[src/rtl/encoder8to3_event_serializer.sv]
// encoder8to3_event_serializer
// Captures event bits into a sticky pending register. Drains them as binary
// indices, lowest index first, over a valid/ready output stage.
//
// Ports:
//   clk          rising-edge clock
//   rst          synchronous reset, active-high
//   en           capture enable; when low `in` is ignored and draining continues
//   in           event bits, sampled each cycle when en=1
//   out          encoded index of the event being presented
//   out_valid    out holds a valid index
//   out_ready    consumer accepts out
//   pending      events captured but not yet loaded into the output stage
//   multi        pending has two or more bits set (combinational)
//   overflow     one-cycle pulse: an event hit a bit that was already pending
//   overflow_cnt saturating count of overflow pulses
//
// Output stage states:
//   state | meaning
//   EMPTY | out_valid=0, nothing presented; any pending bit loads next edge
//   FULL  | out_valid=1, out held stable until out_ready
module encoder8to3_event_serializer #(
  parameter int N     = 8,
  parameter int W     = $clog2(N),
  parameter int CNT_W = 8
) (
  input  logic             clk,
  input  logic             rst,
  input  logic             en,
  input  logic [N-1:0]     in,
  output logic [W-1:0]     out,
  output logic             out_valid,
  input  logic             out_ready,
  output logic [N-1:0]     pending,
  output logic             multi,
  output logic             overflow,
  output logic [CNT_W-1:0] overflow_cnt
);

  typedef enum logic {EMPTY = 1'b0, FULL = 1'b1} state_t;

  state_t           state_q, state_d;
  logic [W-1:0]     out_q, out_d;
  logic [N-1:0]     pending_q, pending_d;
  logic [N-1:0]     low_onehot;
  logic [N-1:0]     load_mask;
  logic [W-1:0]     low_idx;
  logic             found;
  logic             load;
  logic             ovf_d;
  logic [CNT_W-1:0] cnt_q;

  // Lowest-set-bit priority encode and its one-hot form.
  always_comb begin
    low_idx    = '0;
    low_onehot = '0;
    found      = 1'b0;
    for (int i = 0; i < N; i++) begin
      if (!found && pending_q[i]) begin
        found         = 1'b1;
        low_idx       = W'(i);
        low_onehot[i] = 1'b1;
      end
    end
  end

  assign load      = ((state_q == EMPTY) || out_ready) && found;
  assign load_mask = load ? low_onehot : '0;

  always_comb begin
    state_d = state_q;
    out_d   = out_q;
    case (state_q)
      EMPTY: begin
        if (found) begin
          state_d = FULL;
          out_d   = low_idx;
        end
      end
      FULL: begin
        if (out_ready) begin
          if (found) out_d   = low_idx;
          else       state_d = EMPTY;
        end
      end
      default: state_d = EMPTY;
    endcase
  end

  // A bit re-arriving in its own load cycle is a fresh event, not an overflow,
  // hence the ~load_mask in both terms.
  always_comb begin
    pending_d = (pending_q & ~load_mask) | (en ? in : '0);
    ovf_d     = en && (|(in & pending_q & ~load_mask));
  end

  always_ff @(posedge clk) begin
    if (rst) begin
      state_q   <= EMPTY;
      out_q     <= '0;
      pending_q <= '0;
      overflow  <= 1'b0;
      cnt_q     <= '0;
    end else begin
      state_q   <= state_d;
      out_q     <= out_d;
      pending_q <= pending_d;
      overflow  <= ovf_d;
      if (ovf_d && (cnt_q != {CNT_W{1'b1}})) cnt_q <= cnt_q + 1'b1;
    end
  end

  assign out          = out_q;
  assign out_valid    = (state_q == FULL);
  assign pending      = pending_q;
  assign overflow_cnt = cnt_q;
  // Clearing the lowest set bit leaves something only if two or more were set.
  assign multi        = |(pending_q & (pending_q - 1'b1));

endmodule

[config.mk]
export PLATFORM = sky130hd
export DESIGN_NAME = encoder8to3_event_serializer
export DESIGN_NICKNAME = d
export VERILOG_FILES = /design/src/rtl/encoder8to3_event_serializer.sv
export SDC_FILE = /design/constraint.sdc
export NUM_CORES = 1
export LEC_CHECK = 0
export ABC_AREA = 1
export BUFFER_PORTS_ARGS = -buffer_cell sky130_fd_sc_hd__buf_2
export CORE_MARGIN = 4
export CORE_UTILIZATION = 54
export CTS_BUF_LIST = sky130_fd_sc_hd__clkbuf_4 sky130_fd_sc_hd__clkbuf_8
export DETAILED_ROUTE_END_ITERATION = 8
export PLACE_DENSITY = 0.94
export SLEW_MARGIN = 30
export SYNTH_ARGS = -nofsm -noshare
export SYNTH_HDL_FRONTEND = slang
export SYNTH_SLANG_ARGS = --single-unit
[constraint.sdc]
create_clock -name clk -period 1.8 [get_ports clk]
set_clock_uncertainty 0.05 [all_clocks]
set_input_delay 0.09 -clock clk [delete_from_list [all_inputs] [get_ports clk]]
set_output_delay 0.09 -clock clk [all_outputs]
set_load 0.02 [all_outputs]
### Word level (Yosys, flattened, before mapping)

Index checks and enable logic that the tools add are counted.

| word-level totals | value |
|---|---|
| flip-flop bits (word level) | 21 |
| output and inout port bits | 22 |
| word-level logic and storage cells | 66 |
| input bits | 12 |

| cells by class | value |
|---|---|
| bitwise operators | 7 |
| equality and inequality tests | 2 |
| reduce and logical (&&, ||, !) cells | 20 |
| add/subtract/negate cells | 2 |
| muxes and demuxes | 30 |

Operators with widths:

| kind | number |
|---|---|
| $and A8 B8 Y8 | 4 |
| $mux W3 | 8 |
| $mux W1 | 18 |
| $mux W8 | 2 |
| $reduce_or A8 Y1 | 2 |
| $logic_and A1 B1 Y1 | 10 |
| $add A8 B1 Y8 const B | 1 |
| $ne A8 B8 Y1 const B | 1 |
| $not A8 Y8 | 1 |
| $or A8 B8 Y8 | 1 |
| $sub A8 B1 Y8 const B | 1 |
| $logic_not A1 Y1 | 7 |
| $pmux W3 S2 | 1 |
| $ne A2 B2 Y1 const B | 1 |
| $pmux W1 S2 | 1 |
| $logic_or A1 B1 Y1 | 1 |
| $not A1 Y1 | 1 |

### Depth between registers and ports, before layout

| logic depth | value |
|---|---|
| word-level depth | 29 |
| gate-level depth with buffers | 14 |
| depth with buffers taken out | 13 |

### Least setup slack after synthesis

OpenSTA, ideal clock, no wires.

| timing | value |
|---|---|
| path type | register to register |
| start point | register pending_q[1] (netlist: pending[1]) |
| end point | register cnt_q[7] (netlist: overflow_cnt[7]) |
| data arrival time | 1.535 ns |
| path buffers | 1 |
| path slack | 0.105 ns |
| data required time | 1.640 ns |
| library setup time | 0.110 ns |
| cell stages (with the launch flop) | 15 |
| period minus slack after synthesis | 1.695 ns |
| cells stage by stage | dfxtp_1 -> nor2_4 -> nand2_4 -> inv_4 -> nand3_4 -> nand3_1 -> nand2_1 -> nand2_1 -> nor2_2 -> nand2_2 -> buf_6 -> nand3_1 -> nand2_1 -> inv_1 -> nor2_2 |

| on the way | value |
|---|---|
| cells in the longest elaborated chain, start to end | 27 |
| elaborated cells on any way between the ends | 35 |
| classes of those cells | mux: 15; bitwise: 3; reduce/logical: 17 |

Ends and longest elaborated chain:

| item | RTL line | RTL |
|---|---|---|
| start, declared | 44 | `logic [N-1:0] pending_q, pending_d;` |
| start signal, assigned | 107 | `pending_q <= pending_d;` |
| $logic_and A1 B1 Y1 | 59 | `if (!found && pending_q[i]) begin` |
| $mux W1 | 59 |  |
| $logic_not A1 Y1 | 59 |  |
| $logic_and A1 B1 Y1 | 59 |  |
| $mux W1 | 59 |  |
| $logic_not A1 Y1 | 59 |  |
| $logic_and A1 B1 Y1 | 59 |  |
| $mux W1 | 59 |  |
| [11 not listed] | n/a |  |
| $mux W1 | 59 |  |
| $logic_and A1 B1 Y1 | 67 | `assign load = ((state_q == EMPTY) \|\| out_ready) && found;` |
| $mux W8 | 68 | `assign load_mask = load ? low_onehot : '0;` |
| $not A8 Y8 | 94 | `ovf_d = en && (\|(in & pending_q & ~load_mask));` |
| $and A8 B8 Y8 (*) | 94 |  |
| $reduce_or A8 Y1 (*) | 94 |  |
| $logic_and A1 B1 Y1 (*) | 94 |  |
| $logic_and A1 B1 Y1 (*) | 109 | `if (ovf_d && (cnt_q != {CNT_W{1'b1}})) cnt_q <= cnt_q + 1'b1;` |
| end signal, assigned | 109 |  |
| end, declared | 51 | `logic [CNT_W-1:0] cnt_q;` |

Mark *: on every way between the ends. The rest lies on a longest branch, timed or not.
A chain may end at the register's enable or synchronous reset.

### Worst setup path after layout

| timing | value |
|---|---|
| start point | register pending_q[1] (netlist: pending[1]) |
| end point | register cnt_q[0] (netlist: overflow_cnt[0]) |

Same word-level chain as after synthesis.

==> flow_summary.toml <==
[sta]
layout_setup_ws_ps = -73.43
period_share_pct = 104.1
max_freq_ghz = 0.5338
finalSetupViolCount = 9
worst_slew_pin_slew_ps = 434.7
drv_slew = 0
rsz0062_at_grt = "yes"
max-slew-margin-rel_pct = 71.02
finalHoldViolCount = 0
min_period_ps = 1873

[logic_synthesis]
syn_nets = 208
netlist_instances = 195
syn_area_per_cell_um2 = 6.442
synth_area_leaders = "dfxtp_1 33%, nand2_1 16%, inv_1 9.6%, nand3_1 6.8%, nand4_1 4.5%"
synth_edf_count = 0
async_flop_share_pct = 0
synth_cell_types = 28
synth_top_area_share_pct = 33.47
synthTopCellsByCount = "54 x nand2_1, 32 x inv_1, 21 x dfxtp_1"
yosysSeqAreaShare_pct = 33.47
ys_warn_count = 0
syn_area_um2 = 1256
synth_largest_area_cell = "dfxtp_1"
yosysMostFrequentCell = "nand2_1"
ys_seq_elements = 21
synthFlopType = "dfxtp_1"

[global_route]
busiest_layer = "met2"
grt_pass1_wl_um = 6161
use_met3_pct = 3.248
grt_max_degree = 22
met1_usage_pct = 29.83
antenna_found_initial = 0
grt_pass1_vias = 1406
met2_usage_pct = 40.40
gr-total-overflow = 0
grt_usage_pct = 24.11

[route]
drt-initial-drc-count = 98
drc = 0
vias = 1604
routed_via_density = 5.708
drt_pass1_iterations = 5
antenna_left = 0
wl_per_cell_um = 15.11
totalWireLength_um = 4247

[run_status]
violations = "negative setup slack"
outcome = "complete, but fails checks"

[cells_and_area]
fin_util_pct = 82.58
area_growth_pct = 45.42
layout.nets = 267
area.sequential_um2 = 426.7
antenna_cells = 0
filler_cell_count = 126
drive_above_1_share_pct = 40.32
multiInputGateArea_um2 = 827.0

[floorplanning]
die_h_um = 56.23
die-area_um2 = 3162
ios = 34
core_region_area_um2 = 2212
initial_core_util_pct = 56.79
rows = 17
die-width_um = 56.23

[worst_hold_path]
worstHoldPathType = "input pin to flop"
whs_path_depth = 3

[placement]
dpl.hpwl_um = 2357
port_buffers = 33
place_congestion = 0.9239

[setup_path]
reg2reg_depth = 13
worstPathRequired_ps = 1990
criticalPathCategory = "flop to flop"
cp.arrival_ps = 2060
cp-end-kind = "flop"
crit_fanout = 7
startpoint_type = "flop"

[power]
peakVddDrop_mv = 0.5230
seqPwrFrac_pct = 42.1
power_density_nw_per_um2 = 691.4
finalPower_mw = 1.263
clockPowerShare_pct = 18.8
switching_power_uw = 477.1
internal_power_uw = 785.9
p_leak_nw = 0.9218
swShare_pct = 37.77
p_comb_share_pct = 39.1

[clock_network]
clkTransAtPathRegs_ps = 120
clockBufferDepth = 2
cts_buffers = 3
cts-root-buf = "clkbuf_4"
worst_skew_pair.late_latency_ps = 300
numClockSinks = 21
tritoncts = "done"
cts_max_level = 1

[flow_run]
maxCapViolCount = 0
[cell type report]
type | count | share of cell area, %
Clock buffer | 4 | 1.644
Inverter | 34 | 7.123
Multi-Input combinational cell | 135 | 45.27
Sequential cell | 21 | 23.36
Tap cell | 28 | 1.918
Timing Repair Buffer | 59 | 20.68
[cell families after synthesis]
group,count (synthesis),synth area share (%)
flops,21,33.47
fa+ha+maj,1,0.9959
xor+xnor,2,1.395
simple gates,112,42.83
compound gates,19,8.267
buf+inv,40,13.05
[critical path: stages, from the launching register on]
cell	delay, ps
dfxtp_4	390
nor2_4	220
nand2_4	100
inv_4	80
nand3_4	150
nand3_2	150
nand2_2	80
nand2_2	80
nor2_4	50
nand2_4	110
nand3_4	120
nand2_4	120
inv_2	50
nor2_1	70
[placed cells by master (no fill, tap or decap), types with 4 or more instances in the layout]
cell,instances
buf_2,33
clkbuf_4,4
inv_1,30
nand2_1,43
nand4_1,9
nor2_1,10
dlygate4sd3_1,7
buf_4,19
dfxtp_1,18
nor2_4,7
nor2_2,4
o21ai_0,6
nand3_2,8
nand3_1,8
nand2_4,4
nand2_2,11
a21oi_1,9
[per-layer routing]
metal	wire length, um	vias to the layer above
met5	0	-
met4	161	0
met3	494	18
met2	2034	106
met1	1556	738
li1	-	742
[power groups by stage]
| stage | clock (mW) | sequential (mW) | combinational [mW] |
|---|---|---|---|
| after floorplan | 0 | 0.584 | 0.207 |
| after global placement | 0 | 0.538 | 0.354 |
| after detailed placement | 0 | 0.539 | 0.365 |
| after CTS | 0.247 | 0.531 | 0.402 |
| after global routing | 0.268 | 0.538 | 0.528 |
| final | 0.238 | 0.532 | 0.494 |
[final timing paths]
path	from	endpoint	slack (ps)
hold / removal	in[0]	pending[0]$_SDFF_PP0_	40
setup reg to reg	pending[1]$_SDFF_PP0_	overflow_cnt[0]$_SDFFE_PP0P_	-70
setup / recovery	pending[1]$_SDFF_PP0_	overflow_cnt[0]$_SDFFE_PP0P_	-70
hold reg to reg	pending[1]$_SDFF_PP0_	pending[1]$_SDFF_PP0_	480
[registers in the layout, indices dropped and copies added (netlist names)]
name          cells
overflow_cnt      8
pending           8
out               3
out_valid         1
overflow          1
[repair_timing]
action | CTS | global route
hold buffers | 7 | 0
gates cloned | 1 | 0
setup buffers | 0 | 6
endpoints found under the hold margin | 7 | 0
pin swaps | 3 | 20
gates resized for setup | 9 | 32
setup endpoints to repair | 8 | 10
[per-stage QoR]
step | setup slack (ps) | area [um2] | hold slack [ps] | TNS [ps] | std cells
floorplan | 105.3 | 1256 | 189.0 | 0 | 195
global placement | 27.39 | 1520 | 305.8 | 0 | 263
detailed placement | -88.11 | 1520 | 313.1 | -285.7 | 263
CTS | 7.132 | 1663 | 9.046 | 0 | 275
global route | -166.5 | 1827 | 51.71 | -1381 | 281
finish | -73.43 | 1827 | 37.13 | -371.3 | 281
(Power assumes the default switching activity.)
